===== src/rtl/fifo_rd_sched.sv =====
// Read-side burst scheduler: round-robin grant between two requesters,
// streams granted burst words out of a FIFO one word per non-empty cycle.
module fifo_rd_sched #(
  parameter int DATA_W = 8,
  parameter int LEN_W  = 3
) (
  input  logic              rd_clk,
  input  logic              rd_rst,
  input  logic              empty,
  input  logic [DATA_W-1:0] rd_data,
  input  logic [1:0]        req,
  input  logic [LEN_W-1:0]  burst_len0,
  input  logic [LEN_W-1:0]  burst_len1,
  output logic              rd_inc,
  output logic [1:0]        gnt,
  output logic [DATA_W-1:0] out_data,
  output logic [1:0]        out_valid,
  output logic [1:0]        done,
  output logic              busy
);

  typedef enum logic [1:0] {
    IDLE,
    XFER,
    DONE
  } state_t;

  state_t           state;
  logic [LEN_W:0]   cnt;
  logic             last;
  logic             live;
  logic             win1;
  logic [LEN_W-1:0] win_len;
  logic [LEN_W:0]   load_cnt;

  assign live   = |(req & gnt);
  assign rd_inc = (state == XFER) & ~empty & live;
  assign busy   = (state != IDLE);

  // requester 1 wins alone, or on a tie when requester 0 was served last
  assign win1     = req[1] & (~req[0] | ~last);
  assign win_len  = win1 ? burst_len1 : burst_len0;
  assign load_cnt = {(win_len == '0), win_len};

  always_ff @(posedge rd_clk or negedge rd_rst) begin
    if (!rd_rst) begin
      state     <= IDLE;
      gnt       <= '0;
      out_valid <= '0;
      out_data  <= '0;
      done      <= '0;
      cnt       <= '0;
      last      <= 1'b1;
    end else begin
      out_valid <= rd_inc ? gnt : 2'b00;
      if (rd_inc) out_data <= rd_data;
      done <= '0;
      unique case (state)
        IDLE: begin
          if (|req) begin
            gnt   <= win1 ? 2'b10 : 2'b01;
            cnt   <= load_cnt;
            state <= XFER;
          end
        end
        XFER: begin
          if (!live) begin
            state <= IDLE;
            gnt   <= '0;
            last  <= gnt[1];
          end else if (rd_inc) begin
            cnt <= cnt - 1'b1;
            if (cnt == {{LEN_W{1'b0}}, 1'b1}) begin
              state <= DONE;
              gnt   <= '0;
              done  <= gnt;
            end
          end
        end
        DONE: begin
          last  <= done[1];
          state <= IDLE;
        end
        default: state <= IDLE;
      endcase
    end
  end

endmodule

===== config.mk =====
export PLATFORM = sky130hd
export DESIGN_NAME = fifo_rd_sched
export DESIGN_NICKNAME = d
export VERILOG_FILES = /design/src/rtl/fifo_rd_sched.sv
export SDC_FILE = /design/constraint.sdc
export NUM_CORES = 1
export LEC_CHECK = 0
export ABC_AREA = 1
export CORE_MARGIN = 2
export CORE_UTILIZATION = 48
export DETAILED_ROUTE_END_ITERATION = 10
export PLACE_DENSITY = 0.84
export SLEW_MARGIN = 30
export SYNTH_ARGS = -nofsm -noshare
export SYNTH_HDL_FRONTEND = slang
export SYNTH_SLANG_ARGS = --single-unit

===== constraint.sdc =====
create_clock -name rd_clk -period 3.3 [get_ports rd_clk]
set_input_delay 0.66 -clock rd_clk [delete_from_list [all_inputs] [get_ports rd_clk]]
set_output_delay 0.66 -clock rd_clk [all_outputs]
set_load 0.03 [all_outputs]

==> impl_metrics.csv, run 1 <==
group,metric,value,unit
run_status,status,"complete, no violations",
critical_path,reg2reg_to,"cnt[0]",
synthesis,yosysUniqueCellTypes,18,
routing,drt-initial-drc-count,35,
timing,tightest_slew,0.4494,ns
clocking,ctsRootBufferMaster,"clkbuf_4",
grt,grt_overflow_total,0,
die,std_cell_rows,16,
grt,grt_pass1_vias,890,
final_layout,drive_gt1_frac,0.06936,
synthesis,synth_common_cells,"nand2_1, dfrtp_1, inv_1, nand3_1, nor2_1",
timing,maxSlewViolCount,0,
grt,grt.total_usage,0.1950,
synthesis,synth_top_cell_area_share,0.4813,
routing,drc,0,
synthesis,synthesis.area,0.001040,mm^2
routing,wl_per_cell,10.97,um
critical_path,rr_worst_depth,9,
routing,postRouteAntennaNets,0,
grt,grt_max_degree,22,
synthesis,syn_area_per_cell,7.759,um^2
die,die-area,0.002554,mm^2
critical_path,reg2reg_slack,1.84,ns
synthesis,yosys_register_bits,21,
clocking,ctsResizeCount,0,
critical_path,path_class,"input pin to primary output",
timing,hold_viol,0,
routing,drt_first_pass_iters,4,
die,fp.dieW,50.54,um
timing,fmax,0.3414,GHz
power,ir_worst_vdd,0.5018,mV
final_layout,seqCellArea,526.8,um^2
routing,vias_per_cell,4.935,
timing,fin_setup_tns,0,ns
final_layout,nets,195,
clocking,htreeDepth,1,
timing,fin_crit,2.929,ns
routing,num_vias,987,
final_layout,multi_input_comb_area,451.7,um^2
grt,antenna_found_initial,0,
die,die_y,50.54,um
synthesis,yosys.area.top_type,"dfrtp_1",
critical_path,max_stage_delay,0.66,ns
final_layout,fillers,152,
routing,wirelength,2193,um
grt,grt_first_pass_wirelength,3746,um
final_layout,area_delta_synth_final,38.99,%
synthesis,synthTopCellsByArea,"dfrtp_1, nand2_1, nand3_1",
timing,rsz0062_at_grt,"false",
clocking,clock_latency,0.31,ns
clocking,tritoncts,"built",
clocking,clkTransAtPathRegs,0.11,ns
synthesis,async_flop_share,1.000,
job,drv_cap,0,
synthesis,yosysWarnings,0,
critical_path,crit_path_end_kind,"primary output",
final_layout,antenna_cells,0,
synthesis,yosysMostFrequentCell,"nand2_1",
die,start_util,0.5194,
critical_path,cp.required,2.64,ns
critical_path,crit_top_cell,"clkdlybuf4s50_1",
clocking,post_cts_buffers,0,
critical_path,start_kind,"input pin",
placed_design,port_buffers,34,
die,core-area,0.002002,mm^2
synthesis,ys_seq_area_frac,0.5066,
synthesis,syn_inst,134,
synthesis,synth_edf_count,0,
clocking,holdBufCountCts,0,
clocking,cts_sinks,21,
power,power,1.211,mW
final_layout,post-route-util,0.7219,
timing,setup_violations,0,
power,leakage,0.7110,nW
power,p_per_area,837.8,mW/mm^2
synthesis,synthFlopType,"dfrtp_1",
critical_path,cp.arrival,2.27,ns
timing,clock_skew,0.008648,ns
placed_design,hpwl,1727,um
hold_path,worstHoldPathType,"input pin to async pin",
critical_path,reg2reg_from,"state[0]",
timing,maxSlewHeadroom,0.7004,
placed_design,place_congestion,0.8033,
clocking,numCtsBuffers,3,
die,ios,35,
synthesis,syn_nets,155,
critical_path,crit_chain,"clkdlybuf4s50_1 > nand2_1 > nand2_2 > nand3_4 > clkinv_1 > clkdlybuf4s50_1",
clocking,clock_path_buffers,2,
critical_path,slowest_stage,"clkdlybuf4s50_1",
timing,post-route-period-util,0.8875,
critical_path,cp_max_fo,7,
worst max path at each step:
| stage | from | end | slack [ns] | cells past startpoint |
|---|---|---|---|---|
| 4_1_cts | req[1] | rd_inc | 0.37 | 6 |
| 5_1_grt | req[1] | rd_inc | 0.29 | 6 |
| 2_1_floorplan | req[1] | rd_inc | 1.44 | 4 |
| 6_report | req[1] | rd_inc | 0.37 | 6 |
| 3_3_place_gp | req[1] | rd_inc | 0.39 | 6 |
| 3_5_place_dp | req[1] | rd_inc | 0.38 | 6 |
critical path: cells and delay by family:
kind | cells | cell delay (ns)
and+or+nand+nor | 3 | 0.30
buffers and inverters | 3 | 1.30
cells in the final DEF, fill, tap and decap left out:
| cell | instances |
|---|---|
| a31oi_1 | 1 |
| buf_2 | 1 |
| buf_4 | 2 |
| clkbuf_1 | 1 |
| clkbuf_4 | 3 |
| clkdlybuf4s50_1 | 33 |
| clkinv_1 | 1 |
| dfrtp_1 | 20 |
| dfstp_2 | 1 |
| ha_1 | 2 |
| inv_1 | 13 |
| inv_2 | 1 |
| nand2_1 | 53 |
| nand2_2 | 2 |
| nand3_1 | 11 |
| nand3_4 | 1 |
| nand3b_1 | 2 |
| nor2_1 | 11 |
| nor2_4 | 1 |
| nor3_1 | 3 |
| o21ai_0 | 9 |
| xor2_1 | 1 |
where the power goes:
| group | internal [mW] | switching (mW) | leakage (nW) |
|---|---|---|---|
| clock | 0.0472 | 0.0762 | 0.0150 |
| combinational | 0.254 | 0.409 | 0.430 |
| sequential | 0.357 | 0.0673 | 0.266 |
state kept, by name, summed over array words and instances (netlist names):
register / flops
gnt: 2
out_valid: 2
state: 2
done: 2
cnt: 4
out_data: 8
last: 1
metal layers:
layer	up-vias	GRT usage	part of all wire
met5	-	0	0
met2	29	0.3136	0.49
met4	0	0.08108	0.015
met1	456	0.2593	0.45
li1	499	-	-
met3	3	0.03571	0.047
logic make-up (layout without fill, tap and decap cells):
family | after synthesis | count (layout) | share of synthesized area
and+or+nand+nor | 84 | 84 | 0.3526
DFF | 21 | 21 | 0.5066
buffers and inverters | 16 | 55 | 0.05896
AOI/OAI and AO/OA | 10 | 10 | 0.04934
adders and majority gates | 2 | 2 | 0.02406
xor gates and xnor gates | 1 | 1 | 0.008425
layout make-up:
| class | instances | area share |
|---|---|---|
| Clock buffer | 4 | 0.01818 |
| Inverter | 15 | 0.03896 |
| Multi-Input combinational cell | 97 | 0.3126 |
| Sequential cell | 21 | 0.3645 |
| Tap cell | 27 | 0.02338 |
| Timing Repair Buffer | 36 | 0.2424 |
stage by stage:
step / hold WS [ns] / std cells / setup WS (ns) / instance area (um^2)
detailed placement: 0.4721 / 196 / 0.3772 / 1424
CTS: 0.5066 / 200 / 0.3691 / 1450
global route: 0.3160 / 200 / 0.2924 / 1445
finish: 0.2784 / 200 / 0.3712 / 1445
floorplan: 0.3644 / 134 / 1.444 / 1040
global placement: 0.4628 / 196 / 0.3911 / 1424
No activity file was read; power rests on OpenSTA's default activity.
==> inputs of run 2 (changes only) <==
--- a/config.mk
+++ b/config.mk
@@ -7,9 +7,10 @@
 export LEC_CHECK = 0
 export ABC_AREA = 1
 export CORE_MARGIN = 2
-export CORE_UTILIZATION = 48
+export CORE_UTILIZATION = 44
 export DETAILED_ROUTE_END_ITERATION = 10
-export PLACE_DENSITY = 0.84
+export PLACE_DENSITY = 0.78
+export REMOVE_ABC_BUFFERS = 1
 export SLEW_MARGIN = 30
 export SYNTH_ARGS = -nofsm -noshare
 export SYNTH_HDL_FRONTEND = slang
==> constraint.sdc (replaced) <==
create_clock -name rd_clk -period 2.7 [get_ports rd_clk]
set_input_delay 0.54 -clock rd_clk [delete_from_list [all_inputs] [get_ports rd_clk]]
set_output_delay 0.54 -clock rd_clk [all_outputs]
set_load 0.03 [all_outputs]
==> run 2 against run 1 <==
Sequential cell count is the same. Worst setup slack lost 0.0061 ns. Clock-buffer cell count is the same. Largest cell class unchanged. Combinational power grew 21%. Clock power grew 19%. Critical path type unchanged. Critical endpoint unchanged. Sequential power grew 22%. Critical path depth is the same. Core utilization shrank 7.3 points.
==> impl_metrics.csv, run 2 (same netlist as run 1, synthesis figures left out) <==
group,metric,value,unit
run_status,status,"complete, no violations",
routing,drt_first_pass_iters,4,
grt,grt_overflow_total,0,
critical_path,rr_worst_depth,8,
critical_path,cp_max_fo,14,
critical_path,reg2reg_from,"state[0]",
placed_design,hpwl,1717,um
power,leakage,0.7135,nW
placed_design,place_congestion,0.7967,
timing,setup_violations,0,
power,combPwrFrac,0.546,
die,die_y,52.61,um
timing,clock_skew,0.003884,ns
routing,postRouteAntennaNets,0,
power,p_per_area,1011,mW/mm^2
timing,fin_crit,2.335,ns
power,clock_power_share,0.100,
timing,tightest_slew,0.3253,ns
die,core-area,0.002233,mm^2
power,p_switching,662.7,uW
critical_path,reg2reg_slack,1.28,ns
hold_path,worstHoldPathType,"flip-flop to flip-flop",
timing,fin_setup_tns,0,ns
die,ios,35,
critical_path,crit_path_end_kind,"primary output",
hold_path,hold_path_depth,2,
grt,grt.total_usage,0.1896,
critical_path,cp-startpoint,"req[1]",
routing,wirelength,2216,um
power,p_seq_frac,0.354,
placed_design,dp_cells,197,
clocking,cts_sinks,21,
final_layout,largest_register,"out_data",
power,p_int,801.6,uW
final_layout,drive_gt1_frac,0.06936,
die,start_util,0.4655,
timing,post-route-period-util,0.8648,
final_layout,reg_top3,"out_data (8), cnt (4)",
clocking,ctsResizeCount,0,
die,std_cell_rows,17,
routing,drt-initial-drc-count,15,
final_layout,final_cell_mix,"nand2_1, clkdlybuf4s50_1, dfrtp_1",
power,swShare,0.4526,
clocking,htreeDepth,1,
timing,hold_viol,0,
timing,fmax,0.4283,GHz
critical_path,cp.arrival,1.79,ns
timing,holdWs,0.4927,ns
final_layout,final_common_cell,"nand2_1",
power,ir_worst_vdd,0.8109,mV
clocking,clock_path_buffers,2,
timing,maxSlewHeadroom,0.7825,
timing,fin_ws,0.3651,ns
die,fp.dieW,52.61,um
clocking,post_cts_buffers,0,
clocking,ctsRootBufferMaster,"clkbuf_4",
placed_design,port_buffers,34,
grt,antenna_found_initial,0,
final_layout,antenna_cells,0,
final_layout,fillers,195,
die,die-area,0.002768,mm^2
final_layout,area_delta_synth_final,39.35,%
grt,grt_max_degree,22,
clocking,clock_latency,0.30,ns
placed_design,place_ws,0.3949,ns
placed_design,place_area,0.001423,mm^2
critical_path,cp.required,2.16,ns
clocking,holdBufCountCts,0,
timing,maxSlewViolCount,0,
clocking,tritoncts,"built",
job,drv_cap,0,
critical_path,path_class,"input pin to primary output",
clocking,clkTransAtPathRegs,0.11,ns
timing,rsz0062_at_grt,"false",
critical_path,reg2reg_to,"cnt[3]",
critical_path,start_kind,"input pin",
final_layout,nets,195,
final_layout,stdcell_area,0.001449,mm^2
routing,vias_per_cell,4.796,
routing,num_vias,964,
grt,grt_pass1_vias,861,
clocking,numCtsBuffers,3,
grt,grt_first_pass_wirelength,3905,um
routing,wl_per_cell,11.02,um
critical_path,endpoint,"rd_inc",
final_layout,largest_reg_flops,8,
final_layout,final_cells,201,
routing,drc,0,
run 2: cell counts in the layout (fill, tap and decap cells not counted):
Identical to the previous run, type by type.
run 2: critical path: stages:
cell and delay [ns]:
clkdlybuf4s50_1 0.59, nand2_1 0.09, nand2_2 0.12, nand3_4 0.16
clkinv_1 0.12, buf_4 0.17
run 2: worst min path at each step:
stage / end / from
4_1_cts: out_data[0] / out_data[0]
5_1_grt: out_data[5] / out_data[5]
3_3_place_gp: out_data[7] / out_data[7]
2_1_floorplan: cnt[0] / rd_rst
6_report: out_data[2] / out_data[2]
3_5_place_dp: out_data[0] / out_data[0]
run 2: area by class of cell:
type | instances | area (um^2) | area share
multi-input combinational | 97 | 451.7 | 0.3117
inverter | 15 | 56.30 | 0.03886
sequential | 21 | 526.8 | 0.3636
tap | 28 | 35.03 | 0.02418
clock buffer | 4 | 26.28 | 0.01813
timing repair buffer | 36 | 352.8 | 0.2435
run 2: per-layer routing:
layer | vias to the layer above | routed length [um] | GRT usage
met5 | - | 0 | 0
met4 | 0 | 14 | 0.03846
met3 | 2 | 117 | 0.06000
met2 | 31 | 1039 | 0.3021
met1 | 433 | 1044 | 0.2523
li1 | 498 | - | -
run 2: metrics by stage:
stage,total power [mW],utilization
after global placement,1.302,0.6370
final,1.464,0.6487
after global routing,1.602,0.6487
after detailed placement,1.325,0.6370
after floorplan,1.035,-
after CTS,1.476,0.6487
run 2: power groups by stage:
stage	registers, mW	clock network, mW	logic (mW)
after floorplan	0.645	0	0.390
after global placement	0.521	0	0.781
after detailed placement	0.525	0	0.800
after CTS	0.519	0.152	0.804
after global routing	0.534	0.169	0.899
final	0.519	0.146	0.799
